<file path="src/rtl/snake_score_display.sv">
`default_nettype none
// ============================================================================
// Module  : snake_score_display
// Purpose : N-digit BCD score/high score with win flag and multiplexed,
//           leading-zero-blanked 7-segment display.
// Rev     : 1.0  initial release
// ============================================================================
module snake_score_display #(
    parameter int NUM_DIGITS   = 4,
    parameter int REFRESH_MAX  = 99999,
    parameter int TARGET_SCORE = 20
) (
    input  logic                    CLK,
    input  logic                    RESET,
    input  logic                    CLEAR_IN,
    input  logic                    INC_IN,
    input  logic                    SHOW_HIGH_IN,
    output logic [4*NUM_DIGITS-1:0] SCORE_BCD_OUT,
    output logic [4*NUM_DIGITS-1:0] HIGH_BCD_OUT,
    output logic                    WIN_OUT,
    output logic [NUM_DIGITS-1:0]   SEG_SELECT_OUT,
    output logic [7:0]              HEX_OUT
);
    localparam int c_SW    = 4 * NUM_DIGITS;
    localparam int c_IDX_W = (NUM_DIGITS > 1) ? $clog2(NUM_DIGITS) : 1;
    localparam int c_CNT_W = (REFRESH_MAX > 0) ? $clog2(REFRESH_MAX + 1) : 1;

    logic [c_SW-1:0]    r_score, r_high, w_score_inc, w_sel_bcd;
    logic [31:0]        r_shadow, w_shadow_next;
    logic               r_win, r_inc_q;
    logic [c_CNT_W-1:0] r_cnt;
    logic [c_IDX_W-1:0] r_idx;
    logic [NUM_DIGITS-1:0] r_seg;
    logic [7:0]         r_hex, w_hex;
    logic [6:0]         w_seg7;
    logic [3:0]         w_digit;
    logic               w_event, w_carry, w_do_inc, w_upper_zero, w_blank;

    // Ripple BCD increment; a carry out of the top digit means all nines.
    always_comb begin
        w_score_inc = r_score;
        w_carry     = 1'b1;
        for (int i = 0; i < NUM_DIGITS; i++) begin
            if (w_carry) begin
                if (r_score[4*i +: 4] == 4'd9) begin
                    w_score_inc[4*i +: 4] = 4'd0;
                end else begin
                    w_score_inc[4*i +: 4] = r_score[4*i +: 4] + 4'd1;
                    w_carry = 1'b0;
                end
            end
        end
    end

    assign w_event       = INC_IN & ~r_inc_q;
    assign w_do_inc      = w_event & ~w_carry;
    assign w_shadow_next = CLEAR_IN ? 32'd0 : (w_do_inc ? r_shadow + 32'd1 : r_shadow);

    always_ff @(posedge CLK or posedge RESET) begin
        if (RESET) begin
            r_score  <= '0;
            r_high   <= '0;
            r_shadow <= '0;
            r_win    <= 1'b0;
            r_inc_q  <= 1'b0;
        end else begin
            r_inc_q  <= INC_IN;
            r_shadow <= w_shadow_next;
            r_win    <= (w_shadow_next >= 32'(TARGET_SCORE));
            if (CLEAR_IN) begin
                r_score <= '0;
                // BCD ordering matches binary ordering, so compare directly.
                if (r_score > r_high)
                    r_high <= r_score;
            end else if (w_do_inc) begin
                r_score <= w_score_inc;
            end
        end
    end

    always_ff @(posedge CLK or posedge RESET) begin
        if (RESET) begin
            r_cnt <= '0;
            r_idx <= '0;
        end else if (r_cnt == c_CNT_W'(REFRESH_MAX)) begin
            r_cnt <= '0;
            r_idx <= (r_idx == c_IDX_W'(NUM_DIGITS - 1)) ? '0 : r_idx + 1'b1;
        end else begin
            r_cnt <= r_cnt + 1'b1;
        end
    end

    assign w_sel_bcd = SHOW_HIGH_IN ? r_high : r_score;
    assign w_digit   = w_sel_bcd[4*r_idx +: 4];

    // Blank a non-zero position when it and every more significant digit is 0.
    always_comb begin
        w_upper_zero = 1'b1;
        for (int i = 0; i < NUM_DIGITS; i++) begin
            if ((c_IDX_W'(i) >= r_idx) && (w_sel_bcd[4*i +: 4] != 4'd0))
                w_upper_zero = 1'b0;
        end
    end
    assign w_blank = (r_idx != '0) && w_upper_zero;

    always_comb begin
        case (w_digit)
            4'd0:    w_seg7 = 7'h40;
            4'd1:    w_seg7 = 7'h79;
            4'd2:    w_seg7 = 7'h24;
            4'd3:    w_seg7 = 7'h30;
            4'd4:    w_seg7 = 7'h19;
            4'd5:    w_seg7 = 7'h12;
            4'd6:    w_seg7 = 7'h02;
            4'd7:    w_seg7 = 7'h78;
            4'd8:    w_seg7 = 7'h00;
            4'd9:    w_seg7 = 7'h10;
            default: w_seg7 = 7'h7F;
        endcase
    end

    assign w_hex = (w_blank || (w_digit > 4'd9)) ? 8'hFF
                 : {~(SHOW_HIGH_IN && (r_idx == '0)), w_seg7};

    always_ff @(posedge CLK or posedge RESET) begin
        if (RESET) begin
            r_seg <= '1;
            r_hex <= 8'hFF;
        end else begin
            r_seg <= ~(NUM_DIGITS'(1) << r_idx);
            r_hex <= w_hex;
        end
    end

    assign SCORE_BCD_OUT  = r_score;
    assign HIGH_BCD_OUT   = r_high;
    assign WIN_OUT        = r_win;
    assign SEG_SELECT_OUT = r_seg;
    assign HEX_OUT        = r_hex;
endmodule
`default_nettype wire

</file>
<file path="config.mk">
export PLATFORM = sky130hd
export DESIGN_NAME = snake_score_display
export DESIGN_NICKNAME = d
export VERILOG_FILES = /design/src/rtl/snake_score_display.sv
export SDC_FILE = /design/constraint.sdc
export NUM_CORES = 1
export LEC_CHECK = 0
export BUFFER_PORTS_ARGS = -buffer_cell sky130_fd_sc_hd__buf_2
export CAP_MARGIN = 20
export CELL_PAD_IN_SITES_DETAIL_PLACEMENT = 0
export CELL_PAD_IN_SITES_GLOBAL_PLACEMENT = 1
export CORE_UTILIZATION = 51
export DETAILED_ROUTE_END_ITERATION = 12
export PLACE_DENSITY = 0.9
export SLEW_MARGIN = 20
export SYNTH_ARGS = -nofsm -noshare
export SYNTH_HDL_FRONTEND = slang
export SYNTH_SLANG_ARGS = --single-unit
</file>
<file path="constraint.sdc">
create_clock -name CLK -period 6.2 [get_ports CLK]
set_input_delay 0.31 -clock CLK [delete_from_list [all_inputs] [get_ports CLK]]
set_output_delay 0.31 -clock CLK [all_outputs]
set_load 0.02 [all_outputs]
</file>
* After elaboration in Yosys (flattened, before gate mapping)
Memory sizes are Yosys's and may differ from the RTL's.
Index checks and enable logic that the tools add are counted.
** Operators by class
- Order comparisons :: 7
- Shifts and indexed selects :: 2
- Add/sub/neg operators :: 7
- Reduce and logical (&&, ||, !) cells :: 21
- Equality and inequality tests :: 6
- Multiplexer cells :: 26
- Bitwise gates (word level) :: 6
** Operators by type and width (count)
- $mux W32 :: 2
- $mux W16 :: 3
- $add A32 B1 Y32 const B :: 1
- $ge A32 B5 Y1 const B :: 1
- $mux W4 :: 7
- $add A17 B1 Y17 const B :: 1
- $eq A17 B17 Y1 const B :: 1
- $mux W17 :: 1
- $add A4 B1 Y4 const B :: 4
- $eq A4 B4 Y1 const B :: 4
- $gt A16 B16 Y1 :: 1
- $reduce_bool A4 Y1 :: 4
- $shiftx A16 B5 Y4 :: 1
- $mux W1 :: 11
- $reduce_bool A2 Y1 :: 5
- $mux W8 :: 1
- $reduce_and A2 Y1 :: 4
- $logic_and A1 B1 Y1 :: 6
- $ge A1 B2 Y1 const A :: 2
- $ge A2 B2 Y1 const A :: 2
- $gt A4 B4 Y1 const B :: 1
- $not A4 Y4 :: 1
- $shl A1 B2 Y4 const A :: 1
- $not A1 Y1 :: 3
- 6 further kinds :: 7
** Storage, ports and cells
- Input bits :: 5
- Logic and storage cells :: 88
- Memories :: 1
- Output and inout bits :: 45
- Register bits after elaboration :: 97
- Memory bits (read-only) :: 112
** Memories
- (name not given) :: words 16, width 7, rd ports 1, clocked after memory_dff 0, wr ports 0, line 107 : case (w_digit)

* Depth between registers and ports, before layout
Gate-level depths: netlist (run 1).
- Word-level depth :: 10
- Gate-level depth with buffers :: 12
- Depth with buffers taken out :: 10

* Worst setup path after synthesis (run 1)
No wires, ideal clock.
- Kind :: register -> register
- Start point :: reg r_score[1], in the netlist SCORE_BCD_OUT[1]
- End point :: reg r_win, in the netlist WIN_OUT
- Cell stages (with the launch flop) :: 13
- Path slack :: 3299 ps
- Data required time :: 6060 ps
- Arrival time :: 2762 ps
- Path buffers :: 2
- Clock period less this slack :: 2901 ps
- Library setup time :: 140 ps
- Path through :: dfrtp_1 -> inv_1 -> ha_1 -> and3b_1 -> buf_2 -> and4_1 -> buf_2 -> nor4b_1 -> mux2_2 -> nor4_1 -> nor4b_2 -> nor4bb_1 -> nand4_1
** Between the ends
- Cells in the longest elaborated chain, start to end :: 10
** RTL lines
- from (decl) :: line 28 : logic [c_SW-1:0] r_score, r_high, w_score_inc, w_sel_bcd;
- from (signal assigned) :: line 76 : r_score <= w_score_inc;
- $eq A4 B4 Y1 :: line 45 : if (r_score[4*i +: 4] == 4'd9) begin
- $mux W1 :: line 45
- $mux W1 (3 in series) :: line 44 : if (w_carry) begin
- $not A1 Y1 :: line 56 : assign w_do_inc = w_event & ~w_carry;
- $and A1 B1 Y1 :: line 56
- $mux W32 (2 in series) :: line 57 : assign w_shadow_next = CLEAR_IN ? 32'd0 : (w_do_inc ? r_shadow + 32'd1 : r_shadow);
- via w_shadow_next[18] :: line 29 : logic [31:0] r_shadow, w_shadow_next;
- $ge A32 B5 Y1 :: line 69 : r_win <= (w_shadow_next >= 32'(TARGET_SCORE));
- to (signal assigned) :: line 69
- to (decl) :: line 30 : logic r_win, r_inc_q;
The timed path passes the listed nets, and every way through them passes these cells.
A chain may end at the register's enable or synchronous reset.

* Worst setup path after layout (run 1)
- Start point :: reg r_score[5], in the netlist SCORE_BCD_OUT[5]
- End point :: reg r_win, in the netlist WIN_OUT
The elaborated chain is that of the path after synthesis.

==> results.py, run 1 <==
metrics = {
    "synthesis": {
        "synth_top_area_frac": 0.3777,
        "dominantRegCellSynth": "sky130_fd_sc_hd__dfrtp_1",
        "synth.avg_cell_area_sq_um": 9.777,
        "synth_nets": 617,
        "number_of_synthesized_flops_with_an_enable_pin": 0,
        "synth_async_sr_flop_share": 1.000,
        "synthesis.yosys.warnings": 0,
        "mappedNetlistArea_sq_mm": 0.005632,
        "yosysSeqAreaShare": 0.4337,
        "synth.area.top_cells": "sky130_fd_sc_hd__dfrtp_1 (38%), sky130_fd_sc_hd__ha_1 (8.0%), sky130_fd_sc_hd__dfstp_2 (5.6%)",
        "number_of_cells_produced_by_synthesis": 576,
        "synth_top_cell_by_area": "sky130_fd_sc_hd__dfrtp_1",
        "synthesized_flop_and_latch_total": 97,
        "post_synth_num_cell_types": 58,
    },
    "setup_path": {
        "path_class": "flop to flop",
        "startpoint_type": "flop",
        "worstPathRequired_ns": 6.44,
        "cp.arrival_ns": 3.49,
        "worst-r2r-cell-count": 10,
        "crit_path_end_kind": "flop",
        "path_max_fanout": 10,
    },
    "power_and_ir_drop": {
        "power_frac_seq": 0.464,
        "power.density_cell_area_mw_per_mm2": 257.2,
        "clock_power_share": 0.261,
        "power.share.switching": 0.3355,
        "power.ir.vdd_worst_mv": 0.1854,
        "net_switching_power_uw": 535.2,
        "p_leak_nw": 2.832,
        "intPower_mw": 1.060,
        "power.share.combinational": 0.275,
    },
    "timing": {
        "slew_violations": 0,
        "rsz_0062_raised_after_global_routing": "false",
        "max_freq_mhz": 308.1,
        "fin_crit_ns": 3.245,
        "fin_skew_ns": 0.01547,
        "totalNegativeSetupSlack_ns": 0,
        "min_period_over_period": 0.5234,
        "final_hold_viol_count": 0,
        "max_slew_margin": 0.3512,
        "setup_viol_count_final": 0,
        "tightest_slew_ns": 0.9731,
    },
    "global_route": {
        "global_route.overflow_total": 0,
        "grt_first_pass_wirelength_microns": 21130,
        "top_usage_layer": "met2",
        "grt.met3_usage": 0.03951,
        "gr-usage-met1": 0.3372,
        "grt_start_max_net_pins": 80,
        "number_of_antenna_violations_at_the_first_check_in_global_routing": 0,
        "met2_track_usage_gr": 0.3677,
        "first_global_vias": 4176,
        "globalRouteTotalUtil": 0.2362,
    },
    "die": {
        "dieHeight_microns": 107.1,
        "ioPinCount": 50,
        "dieArea_sq_mm": 0.01147,
        "design.core.area_sq_mm": 0.01079,
        "floorplan.initialDensity": 0.5218,
        "rows": 38,
        "floorplan.die.width_microns": 107.1,
    },
    "detailed_routing": {
        "ant_nets": 0,
        "vias": 4387,
        "drt_iter0_drc": 247,
        "route.detailed.wl_per_inst_microns": 16.32,
        "dr.pass1.iters": 4,
        "post-route-drc-count": 0,
        "sum_of_routed_wire_length_over_all_layers_microns": 12530,
        "via_per_inst": 5.712,
    },
    "worst_hold_path": {
        "hp-class": "input port to flop",
        "number_of_stages_on_the_worst_hold_path": 1,
    },
    "clock_tree": {
        "cts_tree": "done",
        "clkTransAtPathRegs_ns": 0.10,
        "clock_tree.root_cell": "sky130_fd_sc_hd__clkbuf_8",
        "cts.repair_timing.setup_buffer_count": 0,
        "clock-sinks": 97,
        "cts_max_path_buffers": 2,
        "worstSkewPairLatency_ns": 0.37,
        "cts_made_buffers": 9,
        "post_cts_resize_count": 0,
        "cts_htree_levels": 3,
    },
    "layout": {
        "nFillCells": 955,
        "instances_no_fill": 768,
        "layout_commonest_cell": "sky130_fd_sc_hd__dfrtp_1",
        "multi_input_combinational_cell_area_sq_mm": 0.002987,
        "final_layout_size_suffix_gt1_frac": 0.1879,
        "final_cell_mix": "sky130_fd_sc_hd__dfrtp_1 (85), sky130_fd_sc_hd__nor2_1 (59), sky130_fd_sc_hd__nand2_1 (55), sky130_fd_sc_hd__buf_2 (49), sky130_fd_sc_hd__ha_1 (36)",
        "seqCellArea_sq_mm": 0.002442,
        "antenna_cells_inserted": 0,
        "area.growth.synth_to_final_pct": 10.13,
        "num-nets-final": 664,
    },
    "placement": {
        "numPlacedInstances": 751,
        "routabilityCongestion": 0.8630,
        "place_hpwl_microns": 9119,
        "number_of_port_buffers": 49,
    },
    "run": {
        "max-cap-violations": 0,
    },
    "outcome": {
        "run_status": "completed",
    },
}
[cell usage after synthesis, drive strengths merged, types with 2 or more instances]
library cell and number:
or3 4, or2 4, a31oi 2, nand4 18, and3 8, buf 9, nor4 9, mux2i 6
nand2 55, o211ai 2, o41ai 2, xnor2 24, a21oi 17, o21a 6, nor3 18, o31ai 2
inv 35, mux4 8, o21ai 33, or4 6, ha 36, a21o 3, and3b 4, nand3 28
and4 8, mux2 17, dfrtp 85, xor2 17, nor2 59, dfstp 12, nor2b 8, clkbuf 7
nand2b 3, and2 2, a311oi 3, nor4b 5
[state kept, by name, summed over array words and instances (netlist names)]
register        count
r_cnt              17
r_idx               2
HIGH_BCD_OUT       16
r_inc_q             1
WIN_OUT             1
SCORE_BCD_OUT      16
SEG_SELECT_OUT      4
r_shadow           32
HEX_OUT             8
[kinds of logic (layout without fill, tap and decap cells)]
logic type / count (synthesis) / after routing / share of synthesized area
adder cells (fa/ha/maj): 36 / 36 / 0.07998
AND/OR/NAND/NOR: 242 / 242 / 0.2240
XOR/XNOR: 41 / 41 / 0.06376
buffers and inverters: 51 / 103 / 0.03599
AO/OA/AOI/OAI: 78 / 78 / 0.08598
flip-flops: 97 / 97 / 0.4337
multiplexers: 31 / 31 / 0.07665
[timing repair]
item,CTS,global route
hold buffers,1,0
endpoints found under the setup margin,0,0
hold endpoints to repair,18,0
[through the flow]
stage                     hold WS, ns  cell area, sq um  worst slack, ns  utilization  total power [mW]
after CTS                     0.05544              6202            2.918       0.5747             1.607
after global routing          0.05583              6202            2.534       0.5747             1.691
final                         0.07652              6202            2.955       0.5747             1.595
after floorplan                0.3414              5632            3.299            -             1.058
after detailed placement       0.2670              5998            2.916       0.5558             1.190
after global placement         0.2658              5998            3.089       0.5558             1.177
[worst max-delay path, cell delays in order, from the launching register on]
cell and delay [ns]:
sky130_fd_sc_hd__dfrtp_1 0.50, sky130_fd_sc_hd__inv_1 0.12, sky130_fd_sc_hd__ha_1 0.19, sky130_fd_sc_hd__and3b_1 0.22, sky130_fd_sc_hd__and4_1 0.34, sky130_fd_sc_hd__nor4b_1 0.36, sky130_fd_sc_hd__mux2_2 0.40, sky130_fd_sc_hd__nor4_1 0.29
sky130_fd_sc_hd__nor4b_2 0.27, sky130_fd_sc_hd__nor4bb_1 0.31, sky130_fd_sc_hd__nand4_1 0.12
[per-layer routing]
metal	wire length, microns	vias to the layer above
met2	5859	78
li1	-	2130
met3	470	11
met4	132	0
met1	6071	2168
met5	0	-
[area by class of cell]
| cell class | instances | area share |
|---|---|---|
| clock inverter | 7 | 0.01130 |
| tap | 140 | 0.02824 |
| timing repair buffer | 52 | 0.04357 |
| sequential | 97 | 0.3938 |
| clock buffer | 9 | 0.01997 |
| multi-input combinational | 428 | 0.4815 |
| inverter | 35 | 0.02159 |
[power by group through the flow]
stage / combinational (mW) / sequential, mW / clock [mW]
4_1_cts: 0.441 / 0.739 / 0.427
2_1_floorplan: 0.261 / 0.797 / 0
5_1_grt: 0.485 / 0.746 / 0.460
3_5_place_dp: 0.439 / 0.752 / 0
6_report: 0.439 / 0.740 / 0.416
3_3_place_gp: 0.429 / 0.748 / 0
[path summary, 6_finish.rpt]
| kind | end | start | slack (ns) |
|---|---|---|---|
| setup / recovery | WIN_OUT | SCORE_BCD_OUT[5] | 2.95 |
| hold / removal | r_inc_q | INC_IN | 0.08 |
| setup reg to reg | WIN_OUT | SCORE_BCD_OUT[5] | 2.95 |
| hold reg to reg | r_cnt[0] | r_cnt[0] | 0.49 |
| max in group asynchronous | r_idx[0] | RESET | 4.56 |
| min in group asynchronous | r_shadow[30] | RESET | 0.41 |
No activity file was read; power rests on OpenSTA's default activity.
==> inputs of run 2 (changes only) <==
ABC_AREA = 1   (was default)
CORE_UTILIZATION = 45   (was 51)
PLACE_DENSITY = 0.85   (was 0.9)
clock period = 3.3 ns   (was 6.2 ns; I/O delays follow)
==> results.py, run 2 <==
metrics = {
    "global_route": {
        "globalRouteTotalUtil": 0.2183,
        "grt_first_pass_wirelength_microns": 25240,
        "grt_start_max_net_pins": 84,
        "number_of_antenna_violations_at_the_first_check_in_global_routing": 0,
        "global_route.overflow_total": 0,
        "first_global_vias": 5127,
    },
    "detailed_routing": {
        "sum_of_routed_wire_length_over_all_layers_microns": 14970,
        "drt_iter0_drc": 253,
        "post-route-drc-count": 0,
        "ant_nets": 0,
        "dr.pass1.iters": 5,
        "vias": 5512,
        "via_per_inst": 4.935,
        "route.detailed.wl_per_inst_microns": 13.40,
    },
    "synthesis": {
        "synthesized_flop_and_latch_total": 97,
        "mappedNetlistArea_sq_mm": 0.006352,
        "synth_top_area_frac": 0.3348,
        "synth_nets": 920,
        "yosysSeqAreaShare": 0.3845,
        "yosys-top-cells-count": "sky130_fd_sc_hd__nand2_1 (278), sky130_fd_sc_hd__inv_1 (123), sky130_fd_sc_hd__nor2_1 (88), sky130_fd_sc_hd__dfrtp_1 (85), sky130_fd_sc_hd__nand3_1 (75)",
        "synth.avg_cell_area_sq_um": 7.227,
        "number_of_synthesized_flops_with_an_enable_pin": 0,
        "synth_async_sr_flop_share": 1.000,
        "synth.area.top_cells": "sky130_fd_sc_hd__dfrtp_1 (33%), sky130_fd_sc_hd__nand2_1 (16%), sky130_fd_sc_hd__inv_1 (7.3%)",
        "synth_top_cell_by_area": "sky130_fd_sc_hd__dfrtp_1",
        "number_of_cells_produced_by_synthesis": 879,
        "dominantRegCellSynth": "sky130_fd_sc_hd__dfrtp_1",
        "yosysMostFrequentCell": "sky130_fd_sc_hd__nand2_1",
        "synthesis.yosys.warnings": 0,
        "post_synth_num_cell_types": 49,
    },
    "layout": {
        "final_layout_size_suffix_gt1_frac": 0.1259,
        "number_of_flip_flops_in_the_largest_register": 32,
        "nFillCells": 1371,
        "antenna_cells_inserted": 0,
        "largest-register": "r_shadow",
        "num-nets-final": 973,
        "area.growth.synth_to_final_pct": 11.40,
        "final_cell_mix": "sky130_fd_sc_hd__nand2_1 (278), sky130_fd_sc_hd__inv_1 (122), sky130_fd_sc_hd__nor2_1 (88), sky130_fd_sc_hd__dfrtp_1 (85), sky130_fd_sc_hd__nand3_1 (75)",
        "finalInstanceArea_sq_mm": 0.007077,
        "layout_commonest_cell": "sky130_fd_sc_hd__nand2_1",
        "largestRegisters": "r_shadow (32), r_cnt (17)",
        "postLayoutCoreUtil": 0.5118,
    },
    "timing": {
        "final_hold_viol_count": 69,
        "setup_viol_count_final": 0,
        "slew_violations": 0,
        "fin_crit_ns": 2.386,
        "max_slew_margin": 0.5018,
        "max_freq_mhz": 419.1,
        "fin_ws_ns": 0.9138,
        "totalNegativeSetupSlack_ns": 0,
        "finalHoldWorstSlack_ns": -0.06104,
        "fin_skew_ns": 0.009940,
        "tightest_slew_ns": 0.7473,
        "rsz_0062_raised_after_global_routing": "false",
        "min_period_over_period": 0.7231,
    },
    "setup_path": {
        "worstPathRequired_ns": 3.55,
        "worst_path_bufs_invs": 2,
        "timing.critical_path.max_delay_family": "simple AND/OR/NAND/NOR gates",
        "crit_path_end_kind": "flop",
        "path_max_fanout": 35,
        "cp.arrival_ns": 2.64,
        "critical-path-top-cell-by-count": "sky130_fd_sc_hd__nand2_1",
        "critical_path.slowest_cell": "sky130_fd_sc_hd__dfrtp_1",
        "startpoint_type": "flop",
        "path_class": "flop to flop",
        "cp_slowest_stage_delay_ns": 0.49,
        "worst_path_cell_trace": "inv_1 -> ha_1 -> nand2_1 -> nor2_2 -> nand2_4 -> nor2_8 -> a21oi_4 -> buf_4 -> nand3_1 -> nand3_1 -> nand2_1 -> nor2_1 -> nand2_1 -> nor2_1 -> nand2_1",
    },
    "die": {
        "floorplan.initialDensity": 0.4594,
        "floorplan.die.width_microns": 120.8,
        "ioPinCount": 50,
        "design.core.area_sq_mm": 0.01383,
        "rows": 43,
        "dieHeight_microns": 120.8,
        "dieArea_sq_mm": 0.01460,
    },
    "placement": {
        "routabilityCongestion": 0.8244,
        "detailedPlace.worstSlack_ns": 0.9087,
        "place_hpwl_microns": 11130,
        "number_of_port_buffers": 49,
        "dpl-instance-area_sq_mm": 0.006779,
    },
    "clock_tree": {
        "cts_htree_levels": 3,
        "cts_max_path_buffers": 2,
        "cts.repair_timing.setup_buffer_count": 0,
        "worstSkewPairLatency_ns": 0.36,
        "cts_tree": "done",
        "post_cts_resize_count": 0,
        "clkTransAtPathRegs_ns": 0.08,
        "cts_made_buffers": 9,
        "clock-sinks": 97,
        "clock_tree.root_cell": "sky130_fd_sc_hd__clkbuf_16",
    },
    "power_and_ir_drop": {
        "power_mw": 3.304,
        "intPower_mw": 2.108,
        "clock_power_share": 0.318,
        "power_frac_seq": 0.424,
        "power.ir.vdd_worst_mv": 0.2389,
        "net_switching_power_mw": 1.196,
        "power.density_cell_area_mw_per_mm2": 466.9,
        "power.share.switching": 0.3621,
        "power.share.combinational": 0.259,
        "p_leak_nw": 3.757,
    },
    "run": {
        "max-cap-violations": 0,
    },
    "outcome": {
        "violations_in_the_final_reports": "negative hold slack",
        "run_status": "finished with violations",
    },
    "worst_hold_path": {
        "hp-class": "input port to asynchronous set/reset pin",
    },
}
==> run 2: per-layer routing <==
| layer | wire [microns] | global-route usage | vias up |
|---|---|---|---|
| li1 | - | - | 2907 |
| met1 | 7282 | 0.2937 | 2511 |
| met2 | 7038 | 0.3603 | 75 |
| met3 | 375 | 0.02783 | 19 |
| met4 | 275 | 0.07639 | 0 |
| met5 | 0 | 0 | - |
==> run 2: through the flow <==
step / hold slack [ns] / instances
detailed placement: 0.2922 / 1100
finish: -0.06104 / 1117
CTS: 0.08690 / 1117
global placement: 0.2907 / 1100
global route: 0.009357 / 1117
floorplan: 0.1964 / 879
==> run 2: cell families after synthesis <==
kind of cell / after synthesis / synth area share
AND/OR/NAND/NOR: 496 / 0.3457
buffers and inverters: 145 / 0.09415
flip-flops: 97 / 0.3845
AO/OA/AOI/OAI: 89 / 0.08273
adder cells (fa/ha/maj): 36 / 0.07091
XOR/XNOR: 16 / 0.02206
==> run 2: cell type report <==
cell class / instances / area, sq um / share of cell area
sequential: 97 / 2442 / 0.3451
multi-input combinational: 637 / 3312 / 0.4680
clock inverter: 7 / 60.06 / 0.008487
inverter: 129 / 496.7 / 0.07019
tap: 180 / 225.2 / 0.03182
clock buffer: 9 / 225.2 / 0.03182
timing repair buffer: 58 / 315.3 / 0.04455
==> run 2: final timing paths <==
check | cells past startpoint | startpoint | slack [ns] | to
min in group CLK | 2 | CLEAR_IN | 0.08 | SCORE_BCD_OUT[14]
min reg2reg | 1 | r_cnt[0] | 0.47 | r_cnt[0]
max in group asynchronous | 3 | RESET | 2.68 | HIGH_BCD_OUT[9]
min | 2 | RESET | -0.06 | r_cnt[16]
max | 15 | SCORE_BCD_OUT[5] | 0.91 | WIN_OUT
max reg2reg | 15 | SCORE_BCD_OUT[5] | 0.91 | WIN_OUT
==> run 2: timing repair <==
action | in CTS | in global routing
endpoints found under the setup margin | 0 | 0
endpoints found under the hold margin | 1 | 0
hold buffers | 1 | 0
==> run 2: power groups by stage <==
stage	combinational (mW)	clock [mW]	sequential [mW]
after global placement	0.854	0	1.42
final	0.855	1.05	1.40
after detailed placement	0.858	0	1.42
after floorplan	0.490	0	1.51
after CTS	0.861	1.07	1.40
after global routing	0.968	1.12	1.41
==> inputs of run 3 (changes only) <==
clock period = 2.2 ns   (was 3.3 ns; I/O delays follow)
==> results.py, run 3 (synthesis gave the netlist of run 2 again) <==
metrics = {
    "detailed_routing": {
        "dr.pass1.iters": 4,
        "sum_of_routed_wire_length_over_all_layers_microns": 15640,
        "vias": 5684,
        "post-route-drc-count": 0,
        "via_per_inst": 4.866,
        "route.detailed.wl_per_inst_microns": 13.39,
        "drt_iter0_drc": 345,
        "ant_nets": 0,
    },
    "layout": {
        "nFillCells": 1369,
        "num-nets-final": 1024,
        "number_of_flip_flops_in_the_largest_register": 32,
        "area.growth.synth_to_final_pct": 20.33,
        "final_cell_mix": "sky130_fd_sc_hd__nand2_1 (276), sky130_fd_sc_hd__inv_1 (120), sky130_fd_sc_hd__nor2_1 (86), sky130_fd_sc_hd__dfrtp_1 (84), sky130_fd_sc_hd__nand3_1 (74)",
        "largest-register": "r_shadow",
        "layout_commonest_cell": "sky130_fd_sc_hd__nand2_1",
        "final_layout_size_suffix_gt1_frac": 0.1822,
        "antenna_cells_inserted": 0,
        "largestRegisters": "r_shadow (32), r_cnt (17)",
    },
    "timing": {
        "setup_viol_count_final": 0,
        "max_slew_margin": 0.6208,
        "min_period_over_period": 0.9829,
        "fin_ws_ns": 0.03759,
        "rsz_0062_raised_after_global_routing": "true",
        "final_hold_viol_count": 0,
        "fin_crit_ns": 2.162,
        "tightest_slew_ns": 0.5629,
        "max_freq_mhz": 462.4,
        "slew_violations": 0,
        "fin_skew_ns": 0.009573,
    },
    "die": {
        "dieArea_sq_mm": 0.01460,
        "design.core.area_sq_mm": 0.01383,
        "rows": 43,
        "floorplan.initialDensity": 0.4594,
        "dieHeight_microns": 120.8,
        "ioPinCount": 50,
        "floorplan.die.width_microns": 120.8,
    },
    "global_route": {
        "grt_start_max_net_pins": 60,
        "gr-usage-met1": 0.2855,
        "number_of_antenna_violations_at_the_first_check_in_global_routing": 0,
        "global_route.overflow_total": 0,
        "first_global_vias": 5369,
        "met2_track_usage_gr": 0.3944,
        "grt_first_pass_wirelength_microns": 25810,
        "grt.met3_usage": 0.02500,
        "globalRouteTotalUtil": 0.2261,
        "top_usage_layer": "met2",
    },
    "power_and_ir_drop": {
        "net_switching_power_mw": 1.846,
        "power_mw": 5.237,
        "p_leak_nw": 4.073,
        "power_frac_seq": 0.394,
        "power.share.switching": 0.3526,
        "power.share.combinational": 0.286,
        "power.ir.vdd_worst_mv": 0.3647,
        "power.density_cell_area_mw_per_mm2": 685.1,
        "intPower_mw": 3.390,
        "clock_power_share": 0.320,
    },
    "clock_tree": {
        "clkTransAtPathRegs_ns": 0.08,
        "cts_htree_levels": 3,
        "cts_tree": "done",
        "clock-sinks": 97,
        "worstSkewPairLatency_ns": 0.37,
        "cts_max_path_buffers": 2,
        "clock_tree.root_cell": "sky130_fd_sc_hd__clkbuf_16",
        "cts_made_buffers": 9,
    },
    "outcome": {
        "run_status": "completed",
    },
    "worst_hold_path": {
        "whs_endpoint": "r_shadow[5]",
        "hp-class": "input port to flop",
        "number_of_stages_on_the_worst_hold_path": 2,
        "hp-start": "CLEAR_IN",
    },
    "placement": {
        "place_hpwl_microns": 11600,
        "number_of_port_buffers": 49,
        "routabilityCongestion": 0.8585,
        "detailedPlace.worstSlack_ns": -0.04862,
    },
    "setup_path": {
        "r2r_start": "SCORE_BCD_OUT[5]",
        "rr_endpoint": "WIN_OUT",
        "path_class": "flop to flop",
        "worstPathRequired_ns": 2.46,
        "cp.arrival_ns": 2.42,
        "worst-r2r-cell-count": 18,
        "startpoint_type": "flop",
        "path_max_fanout": 5,
        "timing.reg2reg.setup_slack_ns": 0.04,
        "crit_path_end_kind": "flop",
    },
    "run": {
        "max-cap-violations": 0,
    },
}
run 3: final cells by class:
| class | count | area (sq um) | share of cell area |
|---|---|---|---|
| Clock inverter | 6 | 62.56 | 0.008185 |
| Sequential cell | 97 | 2444 | 0.3197 |
| Multi-Input combinational cell | 638 | 3383 | 0.4426 |
| Clock buffer | 10 | 250.2 | 0.03274 |
| Timing Repair Buffer | 108 | 779.5 | 0.1020 |
| Tap cell | 180 | 225.2 | 0.02946 |
| Inverter | 129 | 499.2 | 0.06531 |
run 3: per-layer routing:
metal  routed length [microns]  up-vias  share of wire
met5                         0        -              0
met4                       346        0          0.022
met2                      7629       92           0.49
li1                          -     3011              -
met1                      7109     2565           0.45
met3                       553       16          0.035
run 3: how the worst max path moves through the flow:
stage	slack [ns]	startpoint	to
3_3_place_gp	0.007	SCORE_BCD_OUT[5]	WIN_OUT
5_1_grt	-0.11	SCORE_BCD_OUT[5]	WIN_OUT
2_1_floorplan	0.14	SCORE_BCD_OUT[3]	HIGH_BCD_OUT[0]
6_report	0.04	SCORE_BCD_OUT[5]	WIN_OUT
4_1_cts	0.01	SCORE_BCD_OUT[5]	WIN_OUT
3_5_place_dp	-0.05	SCORE_BCD_OUT[5]	WIN_OUT
run 3: through the flow:
| stage | TNS [ns] | cell area [sq um] | hold WS, ns | utilization | std cells |
|---|---|---|---|---|---|
| after floorplan | 0 | 6356 | 0.1414 | - | 879 |
| after global placement | 0 | 7053 | 0.2423 | 0.5101 | 1133 |
| after detailed placement | -0.04862 | 7053 | 0.2386 | 0.5101 | 1133 |
| after CTS | 0 | 7388 | 0.04270 | 0.5343 | 1151 |
| after global routing | -0.1674 | 7644 | 0.05994 | 0.5528 | 1168 |
| final | 0 | 7644 | 0.04949 | 0.5528 | 1168 |
run 3: power groups by stage:
stage	logic, mW	clock network (mW)	registers, mW
floorplan	0.736	0	2.26
global placement	1.43	0	2.09
detailed placement	1.44	0	2.10
CTS	1.44	1.72	2.06
global route	1.68	1.77	2.09
finish	1.50	1.68	2.06
run 3: critical path, cell delays in order, from the launching register on:
cell and delay [ns]:
sky130_fd_sc_hd__dfrtp_1 0.40, sky130_fd_sc_hd__inv_2 0.08, sky130_fd_sc_hd__ha_4 0.13, sky130_fd_sc_hd__nand2_4 0.05
sky130_fd_sc_hd__nor2_4 0.15, sky130_fd_sc_hd__nand2_4 0.08, sky130_fd_sc_hd__nor2_8 0.15, sky130_fd_sc_hd__a21oi_4 0.11
sky130_fd_sc_hd__clkbuf_16 0.18, sky130_fd_sc_hd__buf_8 0.12, sky130_fd_sc_hd__buf_6 0.11, sky130_fd_sc_hd__nand2_2 0.04
sky130_fd_sc_hd__nand2_1 0.04, sky130_fd_sc_hd__nand2_1 0.06, sky130_fd_sc_hd__nand2_1 0.06, sky130_fd_sc_hd__nor2_1 0.09
sky130_fd_sc_hd__nand2_1 0.06, sky130_fd_sc_hd__nor2_1 0.10, sky130_fd_sc_hd__nand2_1 0.05
run 3: repair_timing:
item                       in CTS  in global routing
gates resized for setup         1                 26
gates cloned                    0                  2
setup buffers                   0                 15
hold buffers                    2                  0
setup endpoints to repair       1                 14
pin swaps                       0                 17
hold endpoints to repair       86                  0
